## src/rtl/mem_bist_pkg.sv

```systemverilog
// Shared definitions for the memory BIST initiator.
//   - state_e    : run sequencer states
//   - ERR_CNT_W  : width of the saturating mismatch counter
//   - lfsr_next  : one Galois LFSR step, evaluated at LFSR_MAX_W bits
package mem_bist_pkg;

    localparam int unsigned ERR_CNT_W  = 8;
    localparam int unsigned LFSR_MAX_W = 32;

    typedef enum logic [2:0] {
        StIdle,
        StWrite,
        StRead,
        StWait,
        StDone
    } state_e;

    // Callers zero-extend narrower states and masks; the shifted-in zero
    // keeps the upper bits clear, so truncating the result is exact.
    function automatic logic [LFSR_MAX_W-1:0] lfsr_next(
        input logic [LFSR_MAX_W-1:0] s,
        input logic [LFSR_MAX_W-1:0] taps
    );
        return s[0] ? ((s >> 1) ^ taps) : (s >> 1);
    endfunction

endpackage

```

## src/rtl/mem_bist_if.sv

```systemverilog
// Single-port memory bus between the BIST initiator and the memory.
//   addr   : memory address            (master -> slave)
//   wr_en  : write strobe              (master -> slave)
//   rd_en  : read strobe               (master -> slave)
//   wdata  : write data                (master -> slave)
//   rdata  : read data, valid a fixed number of clocks after rd_en (slave -> master)
interface mem_bist_if #(
    parameter int unsigned ADDR_WIDTH = 2,
    parameter int unsigned DATA_WIDTH = 8
) ();

    logic [ADDR_WIDTH-1:0] addr;
    logic                  wr_en;
    logic                  rd_en;
    logic [DATA_WIDTH-1:0] wdata;
    logic [DATA_WIDTH-1:0] rdata;

    modport master (
        output addr,
        output wr_en,
        output rd_en,
        output wdata,
        input  rdata
    );

    modport slave (
        input  addr,
        input  wr_en,
        input  rd_en,
        input  wdata,
        output rdata
    );

endinterface

```

## src/rtl/mem_bist_lfsr.sv

```systemverilog
// Galois LFSR pattern source for the BIST initiator.
//   i_clk     : clock
//   i_reset   : synchronous active-low reset, state returns to 1
//   i_load    : load i_seed (takes priority over i_advance)
//   i_seed    : load value, expected non-zero
//   i_advance : step the LFSR once
//   o_state   : current LFSR state
module mem_bist_lfsr
    import mem_bist_pkg::*;
#(
    parameter int unsigned           DATA_WIDTH = 8,
    parameter logic [DATA_WIDTH-1:0] LFSR_TAPS  = DATA_WIDTH'(8'hB8)
) (
    input  logic                  i_clk,
    input  logic                  i_reset,
    input  logic                  i_load,
    input  logic [DATA_WIDTH-1:0] i_seed,
    input  logic                  i_advance,
    output logic [DATA_WIDTH-1:0] o_state
);

    logic [DATA_WIDTH-1:0] r_state;
    logic [LFSR_MAX_W-1:0] w_next_full;
    logic                  w_unused_hi;

    assign w_next_full = lfsr_next(LFSR_MAX_W'(r_state), LFSR_MAX_W'(LFSR_TAPS));
    // Upper bits are always zero for zero-extended inputs.
    assign w_unused_hi = ^w_next_full[LFSR_MAX_W-1:DATA_WIDTH];

    always_ff @(posedge i_clk) begin
        if (!i_reset) begin
            r_state <= DATA_WIDTH'(1);
        end else if (i_load) begin
            r_state <= i_seed;
        end else if (i_advance) begin
            r_state <= w_next_full[DATA_WIDTH-1:0];
        end
    end

    assign o_state = r_state;

endmodule

```

## src/rtl/mem_bist_initiator.sv

```systemverilog
// Memory BIST initiator: on start, issues NUM_TXN write/read-back pairs with
// LFSR data at consecutive (wrapping) addresses and compares each read.
//   i_clk, i_reset : clock, synchronous active-low reset
//   i_start        : begin a run (accepted only when idle)
//   i_abort        : end the run at the next edge, no done pulse
//   i_base_addr    : first address of the run
//   i_seed         : LFSR seed, 0 is replaced by 1
//   io_bus         : memory bus master (addr, wr_en, rd_en, wdata, rdata)
//   o_busy         : run in progress
//   o_done         : one-cycle pulse at normal completion
//   o_pass         : last completed run had no mismatches
//   o_err_cnt      : saturating mismatch count
//   o_fail_addr/o_fail_exp/o_fail_act : details of the first mismatch
// All outputs are registered.
module mem_bist_initiator
    import mem_bist_pkg::*;
#(
    parameter int unsigned           ADDR_WIDTH = 2,
    parameter int unsigned           DATA_WIDTH = 8,
    parameter int unsigned           NUM_TXN    = 5,
    parameter int unsigned           RD_LATENCY = 1,
    parameter logic [DATA_WIDTH-1:0] LFSR_TAPS  = DATA_WIDTH'(8'hB8)
) (
    input  logic                  i_clk,
    input  logic                  i_reset,
    input  logic                  i_start,
    input  logic                  i_abort,
    input  logic [ADDR_WIDTH-1:0] i_base_addr,
    input  logic [DATA_WIDTH-1:0] i_seed,
    mem_bist_if.master            io_bus,
    output logic                  o_busy,
    output logic                  o_done,
    output logic                  o_pass,
    output logic [ERR_CNT_W-1:0]  o_err_cnt,
    output logic [ADDR_WIDTH-1:0] o_fail_addr,
    output logic [DATA_WIDTH-1:0] o_fail_exp,
    output logic [DATA_WIDTH-1:0] o_fail_act
);

    localparam int unsigned LAT_W = $clog2(RD_LATENCY + 1);
    localparam int unsigned IDX_W = 8;

    state_e                r_state;
    state_e                w_state_d;

    logic [ADDR_WIDTH-1:0] r_addr,      w_addr_d;
    logic                  r_wr_en,     w_wr_en_d;
    logic                  r_rd_en,     w_rd_en_d;
    logic [DATA_WIDTH-1:0] r_wdata,     w_wdata_d;
    logic                  r_busy,      w_busy_d;
    logic                  r_done,      w_done_d;
    logic                  r_pass,      w_pass_d;
    logic [ERR_CNT_W-1:0]  r_err_cnt,   w_err_cnt_d;
    logic [ADDR_WIDTH-1:0] r_fail_addr, w_fail_addr_d;
    logic [DATA_WIDTH-1:0] r_fail_exp,  w_fail_exp_d;
    logic [DATA_WIDTH-1:0] r_fail_act,  w_fail_act_d;
    logic [IDX_W-1:0]      r_idx,       w_idx_d;
    logic [DATA_WIDTH-1:0] r_exp,       w_exp_d;
    logic [LAT_W-1:0]      r_lat_cnt,   w_lat_cnt_d;

    logic [DATA_WIDTH-1:0] w_seed_eff;
    logic [DATA_WIDTH-1:0] w_lfsr_state;
    logic                  w_lfsr_load;
    logic                  w_lfsr_adv;
    logic                  w_lat_last;
    logic                  w_last_pair;
    logic                  w_cmp_fire;
    logic                  w_mismatch;
    logic [ERR_CNT_W-1:0]  w_err_next;

    assign w_seed_eff  = (i_seed == '0) ? DATA_WIDTH'(1) : i_seed;
    assign w_lat_last  = (r_lat_cnt == LAT_W'(1));
    assign w_last_pair = (r_idx == IDX_W'(NUM_TXN - 1));
    // Abort wins over the compare that would otherwise happen this cycle.
    assign w_cmp_fire  = (r_state == StWait) && w_lat_last && !i_abort;
    assign w_mismatch  = w_cmp_fire && (io_bus.rdata != r_exp);
    assign w_err_next  = (w_mismatch && (r_err_cnt != '1)) ? r_err_cnt + ERR_CNT_W'(1)
                                                            : r_err_cnt;

    assign w_lfsr_load = (r_state == StIdle) && (w_state_d == StWrite);
    assign w_lfsr_adv  = (r_state == StWrite);

    mem_bist_lfsr #(
        .DATA_WIDTH (DATA_WIDTH),
        .LFSR_TAPS  (LFSR_TAPS)
    ) u_lfsr (
        .i_clk     (i_clk),
        .i_reset   (i_reset),
        .i_load    (w_lfsr_load),
        .i_seed    (w_seed_eff),
        .i_advance (w_lfsr_adv),
        .o_state   (w_lfsr_state)
    );

    // State register.
    always_ff @(posedge i_clk) begin
        if (!i_reset) begin
            r_state <= StIdle;
        end else begin
            r_state <= w_state_d;
        end
    end

    // Next-state logic.
    always_comb begin
        w_state_d = r_state;
        unique case (r_state)
            StIdle: begin
                if (i_start && !i_abort) begin
                    w_state_d = StWrite;
                end
            end
            StWrite: w_state_d = i_abort ? StIdle : StRead;
            StRead:  w_state_d = i_abort ? StIdle : StWait;
            StWait: begin
                if (i_abort) begin
                    w_state_d = StIdle;
                end else if (w_lat_last) begin
                    w_state_d = w_last_pair ? StDone : StWrite;
                end
            end
            StDone:  w_state_d = StIdle;
            default: w_state_d = StIdle;
        endcase
    end

    // Output and datapath next values; strobes are computed from the next
    // state so that they line up with the state once registered.
    always_comb begin
        w_addr_d      = r_addr;
        w_wr_en_d     = 1'b0;
        w_rd_en_d     = 1'b0;
        w_wdata_d     = r_wdata;
        w_busy_d      = (w_state_d == StWrite) || (w_state_d == StRead) ||
                        (w_state_d == StWait);
        w_done_d      = 1'b0;
        w_pass_d      = r_pass;
        w_err_cnt_d   = r_err_cnt;
        w_fail_addr_d = r_fail_addr;
        w_fail_exp_d  = r_fail_exp;
        w_fail_act_d  = r_fail_act;
        w_idx_d       = r_idx;
        w_exp_d       = r_exp;
        w_lat_cnt_d   = r_lat_cnt;

        unique case (r_state)
            StIdle: begin
                if (w_state_d == StWrite) begin
                    w_addr_d      = i_base_addr;
                    w_wdata_d     = w_seed_eff;
                    w_wr_en_d     = 1'b1;
                    w_idx_d       = '0;
                    w_pass_d      = 1'b0;
                    w_err_cnt_d   = '0;
                    w_fail_addr_d = '0;
                    w_fail_exp_d  = '0;
                    w_fail_act_d  = '0;
                end
            end
            StWrite: begin
                w_exp_d   = w_lfsr_state;
                w_rd_en_d = (w_state_d == StRead);
            end
            StRead: begin
                w_lat_cnt_d = LAT_W'(RD_LATENCY);
            end
            StWait: begin
                w_lat_cnt_d = r_lat_cnt - LAT_W'(1);
                w_err_cnt_d = w_err_next;
                // A zero count before this compare marks the first mismatch.
                if (w_mismatch && (r_err_cnt == '0)) begin
                    w_fail_addr_d = r_addr;
                    w_fail_exp_d  = r_exp;
                    w_fail_act_d  = io_bus.rdata;
                end
                if (w_state_d == StWrite) begin
                    w_idx_d   = r_idx + IDX_W'(1);
                    w_addr_d  = r_addr + ADDR_WIDTH'(1);
                    w_wdata_d = w_lfsr_state;
                    w_wr_en_d = 1'b1;
                end
                if (w_state_d == StDone) begin
                    w_done_d = 1'b1;
                    w_pass_d = (w_err_next == '0);
                end
            end
            default: begin
            end
        endcase
    end

    always_ff @(posedge i_clk) begin
        if (!i_reset) begin
            r_addr      <= '0;
            r_wr_en     <= 1'b0;
            r_rd_en     <= 1'b0;
            r_wdata     <= '0;
            r_busy      <= 1'b0;
            r_done      <= 1'b0;
            r_pass      <= 1'b0;
            r_err_cnt   <= '0;
            r_fail_addr <= '0;
            r_fail_exp  <= '0;
            r_fail_act  <= '0;
            r_idx       <= '0;
            r_exp       <= '0;
            r_lat_cnt   <= '0;
        end else begin
            r_addr      <= w_addr_d;
            r_wr_en     <= w_wr_en_d;
            r_rd_en     <= w_rd_en_d;
            r_wdata     <= w_wdata_d;
            r_busy      <= w_busy_d;
            r_done      <= w_done_d;
            r_pass      <= w_pass_d;
            r_err_cnt   <= w_err_cnt_d;
            r_fail_addr <= w_fail_addr_d;
            r_fail_exp  <= w_fail_exp_d;
            r_fail_act  <= w_fail_act_d;
            r_idx       <= w_idx_d;
            r_exp       <= w_exp_d;
            r_lat_cnt   <= w_lat_cnt_d;
        end
    end

    assign io_bus.addr  = r_addr;
    assign io_bus.wr_en = r_wr_en;
    assign io_bus.rd_en = r_rd_en;
    assign io_bus.wdata = r_wdata;
    assign o_busy       = r_busy;
    assign o_done       = r_done;
    assign o_pass       = r_pass;
    assign o_err_cnt    = r_err_cnt;
    assign o_fail_addr  = r_fail_addr;
    assign o_fail_exp   = r_fail_exp;
    assign o_fail_act   = r_fail_act;

endmodule

```

## src/flat_wrapper.sv

```systemverilog
// flat-port wrapper written by rule: the top's interface ports become plain ports
module mem_bist_initiator_flat import mem_bist_pkg::*;
#(
    parameter int unsigned           ADDR_WIDTH = 2,
    parameter int unsigned           DATA_WIDTH = 8,
    parameter int unsigned           NUM_TXN    = 5,
    parameter int unsigned           RD_LATENCY = 1,
    parameter logic [DATA_WIDTH-1:0] LFSR_TAPS  = DATA_WIDTH'(8'hB8)
)
  (i_clk, i_reset, i_start, i_abort, i_base_addr, i_seed, o_busy, o_done, o_pass, o_err_cnt, o_fail_addr, o_fail_exp, o_fail_act, io_bus_addr, io_bus_wr_en, io_bus_rd_en, io_bus_wdata, io_bus_rdata);
  mem_bist_if #(.ADDR_WIDTH(ADDR_WIDTH), .DATA_WIDTH(DATA_WIDTH)) io_bus_i ();
  input  logic i_clk;
  input  logic i_reset;
  input  logic i_start;
  input  logic i_abort;
  input  logic [ADDR_WIDTH-1:0] i_base_addr;
  input  logic [DATA_WIDTH-1:0] i_seed;
  output logic o_busy;
  output logic o_done;
  output logic o_pass;
  output logic [ERR_CNT_W-1:0] o_err_cnt;
  output logic [ADDR_WIDTH-1:0] o_fail_addr;
  output logic [DATA_WIDTH-1:0] o_fail_exp;
  output logic [DATA_WIDTH-1:0] o_fail_act;
  output wire logic [$bits(io_bus_i.addr)-1:0] io_bus_addr;
  output wire logic [$bits(io_bus_i.wr_en)-1:0] io_bus_wr_en;
  output wire logic [$bits(io_bus_i.rd_en)-1:0] io_bus_rd_en;
  output wire logic [$bits(io_bus_i.wdata)-1:0] io_bus_wdata;
  input wire logic [$bits(io_bus_i.rdata)-1:0] io_bus_rdata;
  assign io_bus_addr = io_bus_i.addr;
  assign io_bus_wr_en = io_bus_i.wr_en;
  assign io_bus_rd_en = io_bus_i.rd_en;
  assign io_bus_wdata = io_bus_i.wdata;
  assign io_bus_i.rdata = io_bus_rdata;
  mem_bist_initiator #(.ADDR_WIDTH(ADDR_WIDTH), .DATA_WIDTH(DATA_WIDTH), .NUM_TXN(NUM_TXN), .RD_LATENCY(RD_LATENCY), .LFSR_TAPS(LFSR_TAPS)) u_core (.i_clk(i_clk), .i_reset(i_reset), .i_start(i_start), .i_abort(i_abort), .i_base_addr(i_base_addr), .i_seed(i_seed), .io_bus(io_bus_i), .o_busy(o_busy), .o_done(o_done), .o_pass(o_pass), .o_err_cnt(o_err_cnt), .o_fail_addr(o_fail_addr), .o_fail_exp(o_fail_exp), .o_fail_act(o_fail_act));
endmodule
```

## config.mk

```make
export PLATFORM = sky130hd
export DESIGN_NAME = mem_bist_initiator_flat
export DESIGN_NICKNAME = d
export VERILOG_FILES = /design/src/rtl/mem_bist_pkg.sv /design/src/rtl/mem_bist_if.sv /design/src/rtl/mem_bist_lfsr.sv /design/src/rtl/mem_bist_initiator.sv /design/src/flat_wrapper.sv
export SDC_FILE = /design/constraint.sdc
export NUM_CORES = 1
export LEC_CHECK = 0
export ABC_AREA = 0
export BUFFER_PORTS_ARGS = -buffer_cell sky130_fd_sc_hd__buf_2
export CORE_ASPECT_RATIO = 1.2
export CORE_MARGIN = 2
export CORE_UTILIZATION = 27
export DETAILED_ROUTE_END_ITERATION = 12
export SLEW_MARGIN = 20
export SYNTH_ARGS = -nofsm -noshare
export SYNTH_HDL_FRONTEND = slang
export SYNTH_SLANG_ARGS = --single-unit
```

## constraint.sdc

```tcl
create_clock -name i_clk -period 4.6 [get_ports i_clk]
set_input_delay 0.92 -clock i_clk [delete_from_list [all_inputs] [get_ports i_clk]]
set_output_delay 0.92 -clock i_clk [all_outputs]
set_load 0.05 [all_outputs]
```

Word level (Yosys, flattened, before mapping)
Cells that the tools add are included.
{"block": "totals", "regBits": 69, "input_bits": 22}
{"block": "op_classes", "add_sub_neg": 4, "n_eq_ne": 14, "mux": 35, "bitwise_logic": 1, "n_reduce_logical": 25}
{"cell": "two-way mux 8 bit", "count": 11}
{"cell": "one-hot mux 8 bit (2 select lines)", "count": 5}
{"cell": "zero test 8 bit", "count": 3}
{"cell": "adder 8 x 1 -> 8 bit (second input constant)", "count": 2}
{"cell": "equality test 3 x 2 -> 1 bit (second input constant)", "count": 4}
{"cell": "two-way mux 2 bit", "count": 6}
{"cell": "two-way mux 3 bit", "count": 4}
{"cell": "one-hot mux 3 bit (4 select lines)", "count": 1}
{"cell": "AND reduction 3 bit", "count": 3}
{"cell": "equality test 8 x 3 -> 1 bit (second input constant)", "count": 1}
{"cell": "!= test 2 bit (second input constant)", "count": 4}
{"cell": "!= test 8 bit", "count": 1}
{"cell": "!= test 8 bit (second input constant)", "count": 1}
{"cell": "one-hot mux 2 bit (2 select lines)", "count": 2}
{"cell": "AND reduction 2 bit", "count": 4}
{"cell": "logical AND 1 bit", "count": 7}
{"cell": "equality test 3 x 1 -> 1 bit (second input constant)", "count": 2}
{"cell": "nonzero test 2 bit", "count": 3}
{"cell": "two-way mux 1 bit", "count": 4}
{"cell": "inverter 3 -> 4 bit", "count": 1}
{"cell": "one-hot mux 1 bit (2 select lines)", "count": 2}
{"cell": "equality test 3 bit (second input constant)", "count": 1}
{"cell": "zero test 3 bit", "count": 1}
{"cell": "adder 2 x 1 -> 2 bit (second input constant)", "count": 1}
{"cell": "other kinds (4)", "count": 5}

Longest topological paths before layout
Gate-level depths: netlist of the first run.
{"block": "depth", "ltp_word": 9, "mapped_depth": 9, "depth_no_buf": 8}

By module
A second synthesis of the first run with hierarchy kept.
{"block": "hier_totals", "hier_cells": 406, "area_unflattened_um2": 3637.2}
{"module": "mem_bist_initiator", "n_inst": 1, "cells_per_inst": 364, "area_per_inst_um2": 3203.1}
{"module": "mem_bist_lfsr", "n_inst": 1, "cells_per_inst": 42, "area_per_inst_um2": 434.2}

Worst setup path before layout of the first run
No wires, ideal clock.
{"block": "synth_path", "path_kind": "input to register", "from": "in io_bus_rdata[6]", "to": "reg u_core.r_fail_exp[1] (netlist: u_core.o_fail_exp[1])", "t_arrival_ps": 2152, "required_ps": 4465, "path_slack_ps": 2313, "cell_stages": 8, "n_path_buf": 2, "cell_sequence": "xor2_1 -> nor4_4 -> and2_4 -> or3_4 -> buf_6 -> buf_12 -> nand3_2 -> a21oi_2"}
{"block": "synth_via", "elab_chain_cells": 5}
{"element": "start, declared", "line_no": "flat_wrapper.sv:29", "rtl": "input wire logic [$bits(io_bus_i.rdata)-1:0] io_bus_rdata;"}
{"element": "!= test 8 bit", "line_no": "mem_bist_initiator.sv:76", "rtl": "assign w_mismatch = w_cmp_fire && (io_bus.rdata != r_exp);"}
{"element": "logical AND 1 bit", "line_no": "mem_bist_initiator.sv:76"}
{"element": "logical AND 1 bit", "line_no": "mem_bist_initiator.sv:171", "rtl": "if (w_mismatch && (r_err_cnt == '0)) begin"}
{"element": "!= test 2 bit (no line)"}
{"element": "AND reduction 3 bit (no line)"}
{"element": "end signal, assigned", "line_no": "mem_bist_initiator.sv:218", "rtl": "r_fail_exp <= w_fail_exp_d;"}
{"element": "end, declared", "line_no": "mem_bist_initiator.sv:55", "rtl": "logic [DATA_WIDTH-1:0] r_fail_exp, w_fail_exp_d;"}
Every way passes these cells.
A chain may end at the register's enable or synchronous reset.

Worst setup path after layout of the first run
{"block": "layout_path", "from": "in i_start", "to": "reg u_core.r_err_cnt[7] (netlist: u_core.o_err_cnt[7])"}
{"block": "layout_via", "elab_chain_cells": 6}
{"element": "start, declared", "line_no": "flat_wrapper.sv:14", "rtl": "input logic i_start;"}
{"element": "logical AND 1 bit", "line_no": "mem_bist_initiator.sv:109", "rtl": "if (i_start && !i_abort) begin"}
{"element": "two-way mux 3 bit", "line_no": "mem_bist_initiator.sv:109"}
{"element": "one-hot mux 3 bit (4 select lines)", "line_no": "mem_bist_initiator.sv:107", "rtl": "unique case (r_state)"}
{"element": "equality test 3 x 1 -> 1 bit", "line_no": "mem_bist_initiator.sv:148", "rtl": "if (w_state_d == StWrite) begin"}
{"element": "!= test 2 bit (no line)"}
{"element": "AND reduction 2 bit (no line)"}
{"element": "end signal, assigned", "line_no": "mem_bist_initiator.sv:216", "rtl": "r_err_cnt <= w_err_cnt_d;"}
{"element": "end, declared", "line_no": "mem_bist_initiator.sv:53", "rtl": "logic [ERR_CNT_W-1:0] r_err_cnt, w_err_cnt_d;"}
Every way passes these cells.

==> reports/metrics.csv, run 1 <==
metric,value,unit
root_buffer,clkbuf_16,
cts_buffers,9,
synth_top_area_share,41.29,%
seq_area,0.001381,mm²
peakVddDrop,168.7,µV
run_status,"complete, no violations",
path_delay_family,simple AND/OR/NAND/NOR gates,
wl_per_cell,14.56,µm
maxCapViolCount,0,
post_cts_buffers,0,
yosys_warnings,0,
dr_total_vias,2969,
ioPinCount,63,
reg2reg_to,u_core.io_bus.addr[1],
end_kind,flop,
drt-pass1-iter-count,5,
yosysUniqueCellTypes,59,
initial_core_util,27.62,%
relSlewSlack,31.46,%
holdBufCountCts,0,
hold_viol_final,0,
grt_usage,13.79,%
ys_seq_area_share,41.29,%
fin_tns_setup,0,ns
synth_top_area_cell,dfxtp_1,
ys_ff_latch,69,
yosys-top-cells-count,"78 x nand2_1, 69 x dfxtp_1, 35 x nor2_1",
netlist_area,0.003346,mm²
critPathCapture,u_core.o_err_cnt[7],
synth-edff-count,0,
core,0.01211,mm²
worstReg2RegStart,u_core.r_idx[0],
antenna_found_initial,0,
synth_ff_type,dfxtp_1,
p_seq_share,39.0,%
cts_tree,done,
gp_congestion,0.7896,
clock-sinks,69,
rows,44,
wl,8806,µm
synth_area_per_cell,8.513,µm²
timing.critical_path.buf_inv,1,
min_period_over_period,51.57,%
via_per_inst,4.907,
die_y,125.9,µm
swShare,22.39,%
grt_setup_unrepaired,no,
cp.required,4.84,ns
cellPowerDensity,394.3,mW/mm²
drt-initial-drc-count,142,
synth.most_common_cell,nand2_1,
synth_nets,419,
io_buffers,62,
grt_pass1_wl,14540,µm
cp_max_fo,22,
cts_buffer_depth,2,
diodes,0,
setup_violations,0,
crit_type,input port to flop,
clkTransAtPathRegs,0.06,ns
yosys-top-cells-area,"dfxtp_1 41%, nand2_1 8.8%, nor2_1 3.9%",
hpwl,6328,µm
cp.depth,5,
clockPowerShare,53.8,%
final_area,0.004071,mm²
final_util,33.62,%
holdWs,0.4601,ns
die-area,0.01330,mm²
intPower,1.246,mW
async_flop_share,0,%
drive_gt1_share,25.23,%
critical_path.most_common_cell,nand2_1,
die_w,105.6,µm
worstHoldStart,u_core.o_fail_act[3],
slew_violations,0,
max_stage_delay,0.74,ns
fin_ws,2.228,ns
critical_path.startpoint,i_start,
place_inst,589,
cts.htree.levels,3,
drc_errors,0,
startpoint_type,input port,
nets,465,
cts_resized,0,
worst_slew_pin_slew,1.026,ns
finalNonFillerCells,605,
clock_latency,0.33,ns
fin_skew,0.003399,ns
area_growth,21.69,%
dpl_cell_area,0.003699,mm²
reg2regPathDepth,8,
n_fill_cell,1269,
cp_slowest_cell,nand2_1,
place_ws,1.909,ns
antenna_left,0,
syn_inst,393,
cp.arrival,2.61,ns
r2r_setup_slack,2.30,ns
p_comb_share,7.2,%
grt_pass1_vias,2880,
cp_cell_sequence,buf_2 -> and2_1 -> nand2_1 -> nand2_1 -> a311oi_1,
overflow,0,
p_sw,0.3594,mW
p_leak,1.567,nW
multiInputGateArea,0.001768,mm²
period_needed,2.372,ns
grt_max_degree,52,
hold_class,flop to flop,
p_total,1.605,mW
max_freq,421.6,MHz
## cell families after synthesis
group           Yosys count  synth area share, %
xor+xnor                 21                5.497
mux                       5                1.533
flops                    69                41.29
compound gates           78                16.34
simple gates            180                27.97
buf+inv                  36                5.871
fa+ha+maj                 4                1.496
## power by group through the flow
stage	sequential (mW)	combinational (mW)	clock [mW]
floorplan	0.657	0.0622	0
global placement	0.639	0.114	0
detailed placement	0.639	0.116	0
CTS	0.626	0.117	0.873
global route	0.627	0.127	0.911
finish	0.626	0.115	0.864
## cell type report
cell class,count,share of cell area [%]
clock buffers,10,5.870
repair buffers,63,7.806
well taps,161,4.948
inverters,8,0.7376
flip-flops and latches,69,33.93
clock inverters,6,3.288
multi-input cells,288,43.42
## metal layers
layer	track usage, %	up-vias	wire length [µm]
met3	3.727	13	495
li1	-	1461	-
met4	6.192	0	176
met1	16.61	1404	3786
met2	22.92	91	4349
met5	0	-	0
## sequential cells by signal, summed over array words and instances (netlist names), 2 cells and up
| signal | cells |
|---|---|
| u_core.io_bus.wdata | 8 |
| u_core.o_err_cnt | 8 |
| u_core.o_fail_act | 8 |
| u_core.o_fail_exp | 8 |
| u_core.r_exp | 8 |
| u_core.r_idx | 8 |
| u_core.u_lfsr.o_state | 8 |
| u_core.r_state | 3 |
| u_core.io_bus.addr | 2 |
| u_core.o_fail_addr | 2 |
## worst register-to-register path: cells and delay by family, from the launching register on
family,cells,cell delay [ns]
buffers and inverters,1,0.08
AND/OR/NAND/NOR,2,0.21
adder cells (fa/ha/maj),1,0.18
flip-flops,1,0.37
AO/OA/AOI/OAI,4,1.33
## worst min-delay path by stage
stage	endpoint	slack [ns]	cells past startpoint
2_1_floorplan	u_core.r_lat_cnt	0.46	1
5_1_grt	u_core.o_fail_act[1]	0.48	2
4_1_cts	u_core.o_fail_act[3]	0.46	2
3_3_place_gp	u_core.o_fail_act[3]	0.45	2
6_report	u_core.o_fail_act[3]	0.46	2
3_5_place_dp	u_core.o_fail_act[3]	0.45	2
## cell usage in the layout, fill, tap and decap left out, types with 5 or more instances in the layout
cell type,count
a21oi_1,24
a21oi_2,11
a311oi_1,11
a31oi_1,6
and3_1,5
buf_2,62
clkbuf_16,9
dfxtp_1,69
inv_1,7
nand2_1,78
nand3_1,14
nand3_2,10
nand4_1,5
nor2_1,35
nor3_1,6
o21ai_0,8
xnor2_1,6
xor2_1,15
Power figures use the tool's default switching activity.
==> run 2, diff against run 1 <==
==> constraint.sdc (replaced) <==
create_clock -name i_clk -period 1.9 [get_ports i_clk]
set_input_delay 0.38 -clock i_clk [delete_from_list [all_inputs] [get_ports i_clk]]
set_output_delay 0.38 -clock i_clk [all_outputs]
set_load 0.05 [all_outputs]
==> reports/metrics.csv, run 2 (synthesized netlist as in run 1, its figures left out) <==
metric,value,unit
ioPinCount,63,
hold_viol_final,0,
worst_slew_pin_slew,0.5362,ns
cts_buffers,9,
drive_gt1_share,33.05,%
min_period_over_period,97.07,%
antenna_found_initial,0,
grt_usage,14.40,%
relSlewSlack,64.12,%
setup_violations,0,
antenna_left,0,
place_inst,616,
diodes,0,
area_growth,29.21,%
via_per_inst,4.887,
initial_core_util,27.62,%
die_y,125.9,µm
p_leak,1.716,nW
cts.htree.levels,3,
holdWs,0.3090,ns
final_util,35.69,%
maxCapViolCount,0,
cts_buffer_depth,2,
clockPowerShare,47.8,%
root_buffer,clkbuf_16,
die-area,0.01330,mm²
fin_ws,0.05567,ns
die_w,105.6,µm
end_kind,flop,
max_freq,542.2,MHz
intPower,2.631,mW
nets,496,
grt_pass1_wl,15320,µm
clock_latency,0.33,ns
cp_max_fo,3,
fin_tns_setup,0,ns
run_status,"complete, no violations",
p_total,3.491,mW
crit_type,flop to flop,
p_comb_share,8.8,%
place_ws,-0.1632,ns
p_sw,0.8602,mW
io_buffers,62,
cp.required,2.16,ns
cp.arrival,2.11,ns
finalNonFillerCells,636,
drt-pass1-iter-count,4,
period_needed,1.844,ns
gp_congestion,0.8585,
core,0.01211,mm²
rows,44,
final_common_cell,nand2_1,
clock-sinks,69,
hold_class,input port to flop,
final_area,0.004323,mm²
cellPowerDensity,807.6,mW/mm²
holdBufCountCts,0,
wl,9757,µm
peakVddDrop,403.9,µV
startpoint_type,flop,
p_seq_share,43.3,%
grt_setup_unrepaired,yes,
cts_tree,done,
slew_violations,0,
layout_common_cells,"78 x nand2_1, 62 x buf_2, 57 x dfxtp_1",
drt-initial-drc-count,188,
drc_errors,0,
grt_pass1_vias,3026,
grt_max_degree,35,
wl_per_cell,15.34,µm
fin_skew,0.007282,ns
clkTransAtPathRegs,0.06,ns
hpwl,6993,µm
dpl_cell_area,0.003929,mm²
overflow,0,
swShare,24.64,%
dr_total_vias,3108,
run 2: final cells by class:
cell class              instances  area, µm²
clock inverters                 4      47.55
multi-input cells             290       1848
inverters                       8      30.03
flip-flops and latches         69       1401
fillers                      1323       7789
clock buffers                  12      246.5
well taps                     161      201.4
repair buffers                 92      548.0
run 2: power groups by stage:
| stage | clock, mW | sequential, mW | combinational (mW) |
|---|---|---|---|
| detailed placement | 0 | 1.54 | 0.307 |
| global placement | 0 | 1.54 | 0.303 |
| CTS | 1.69 | 1.51 | 0.309 |
| global route | 1.76 | 1.52 | 0.335 |
| floorplan | 0 | 1.59 | 0.151 |
| finish | 1.67 | 1.51 | 0.309 |
run 2: worst max-delay path, cell delays in order (launching register included):
cell and delay [ns]:
dfxtp_1 0.36, xor2_1 0.25, nor4_4 0.11, buf_4 0.16, a2111oi_4 0.43, xnor2_1 0.17
o2111ai_1 0.14, o21ai_1 0.16
run 2: what timing repair did:
action,in CTS,in global routing
buffers inserted,2,0
endpoints found under the setup margin,20,39
gates cloned,0,2
gates resized for setup,2,13
pin swaps,1,5
run 2: worst paths after layout:
| check | slack [ns] | endpoint | startpoint | cells after the start |
|---|---|---|---|---|
| max | 0.06 | u_core.o_pass | u_core.r_exp[6] | 7 |
| min | 0.31 | u_core.o_fail_act[4] | io_bus_rdata[4] | 3 |
| max reg2reg | 0.06 | u_core.o_pass | u_core.r_exp[6] | 7 |
| min reg2reg | 0.46 | u_core.o_fail_act[0] | u_core.o_fail_act[0] | 2 |
run 2: routing by layer:
layer	GRT usage, %	share of wire [%]	up-vias
met5	0	0	-
met4	4.412	1.1	0
met3	3.778	4.7	10
met2	24.63	51	76
met1	17.67	44	1498
li1	-	-	1524
==> run 3, diff against run 2 <==
==> constraint.sdc (replaced) <==
create_clock -name i_clk -period 2.29 [get_ports i_clk]
set_input_delay 0.458 -clock i_clk [delete_from_list [all_inputs] [get_ports i_clk]]
set_output_delay 0.458 -clock i_clk [all_outputs]
set_load 0.05 [all_outputs]
==> reports/metrics.csv, run 3 (synthesized netlist as in run 1, its figures left out) <==
metric,value,unit
cp.arrival,2.33,ns
cp_cell_sequence,and3b_2 -> buf_4 -> nand3_1 -> nor3_4 -> nand2_1 -> a21oi_2,
min_period_over_period,89.82,%
rows,44,
final_area,0.004071,mm²
final_common_cell,nand2_1,
p_leak,1.577,nW
initial_core_util,27.62,%
max_stage_delay,0.56,ns
met1_usage,17.73,%
die_y,125.9,µm
p_sw,0.7120,mW
n_fill_cell,1294,
drt-pass1-iter-count,4,
worst_slew_pin_slew,0.6887,ns
use_met3,3.623,%
die_w,105.6,µm
cts_resized,0,
p_total,2.799,mW
wl_per_cell,14.72,µm
clock-sinks,69,
cp_slowest_cell,nor3_4,
layout_common_cells,"78 x nand2_1, 69 x dfxtp_1, 62 x buf_2",
drc_errors,0,
core,0.01211,mm²
dpl_cell_area,0.003796,mm²
cellPowerDensity,687.4,mW/mm²
grt_pass1_wl,14890,µm
clockPowerShare,46.3,%
peakVddDrop,338.1,µV
drive_gt1_share,27.03,%
cts.htree.levels,3,
hold_class,input port to flop,
clkTransAtPathRegs,0.06,ns
area_growth,21.69,%
cp.required,2.56,ns
holdWs,0.3867,ns
slew_violations,0,
fin_skew,0.008633,ns
antenna_found_initial,0,
grt_usage,14.16,%
cp_max_fo,18,
maxCapViolCount,0,
ioPinCount,63,
grt_max_degree,40,
hpwl,6684,µm
p_comb_share,8.8,%
startpoint_type,flop,
period_needed,2.057,ns
post_cts_buffers,0,
diodes,0,
drt-initial-drc-count,162,
relSlewSlack,53.94,%
grt_use_met2,22.58,%
cts_tree,done,
grt_setup_unrepaired,no,
nets,478,
setup_violations,0,
intPower,2.087,mW
hold_viol_final,0,
root_buffer,clkbuf_16,
antenna_left,0,
fin_tns_setup,0,ns
overflow,0,
crit_type,flop to flop,
top_usage_layer,met2,
dr_total_vias,2971,
io_buffers,62,
clock_latency,0.33,ns
p_seq_share,44.9,%
grt_pass1_vias,2949,
wl,9067,µm
cts_buffer_depth,2,
die-area,0.01330,mm²
max_freq,486.2,MHz
swShare,25.44,%
holdBufCountCts,0,
cts_buffers,9,
via_per_inst,4.823,
run_status,"complete, no violations",
end_kind,flop,
gp_congestion,0.8026,
==> run 3: cell type report <==
cell class              count  area [µm²]  share of cell area, %
clock inverters             3       22.52                 0.5532
clock buffers              11       252.7                  6.208
repair buffers             76       415.4                  10.20
multi-input cells         288        1768                  43.42
well taps                 161       201.4                  4.948
flip-flops and latches     69        1381                  33.93
inverters                   8       30.03                 0.7376
==> run 3: worst max-delay path, delay by kind of cell, from the launching register on <==
kind	cells	cell delay [ns]
and+or+nand+nor	4	1.24
DFF	1	0.36
buffers and inverters	1	0.23
AOI/OAI and AO/OA	1	0.16
==> run 3: metrics by stage <==
stage / worst slack [ns] / utilization (%) / std cells
floorplan: 0.09683 / - / 393
global placement: 0.1953 / 31.34 / 602
detailed placement: 0.1428 / 31.34 / 602
CTS: 0.1887 / 33.62 / 616
global route: 0.02051 / 33.62 / 616
finish: 0.2332 / 33.62 / 616
==> run 3: per-layer routing <==
layer  vias up  share of wire [%]
met3        19                4.5
met5         -                  0
met1      1379                 45
li1       1486                  -
met4         0                2.5
met2        87                 48
==> run 3: worst paths after layout <==
kind | start | to | slack (ns) | cells after the start
max | u_core.r_state[2] | u_core.o_fail_exp[5] | 0.23 | 6
min | io_bus_rdata[4] | u_core.o_fail_act[4] | 0.39 | 3
max reg2reg | u_core.r_state[2] | u_core.o_fail_exp[5] | 0.23 | 6
min reg2reg | u_core.o_fail_exp[1] | u_core.o_fail_exp[1] | 0.45 | 2
==> run 3: power by group through the flow <==
stage | clock network (mW) | logic (mW) | registers [mW]
after floorplan | 0 | 0.125 | 1.32
after global placement | 0 | 0.242 | 1.28
after detailed placement | 0 | 0.247 | 1.28
after CTS | 1.33 | 0.248 | 1.26
after global routing | 1.37 | 0.269 | 1.26
final | 1.30 | 0.247 | 1.26
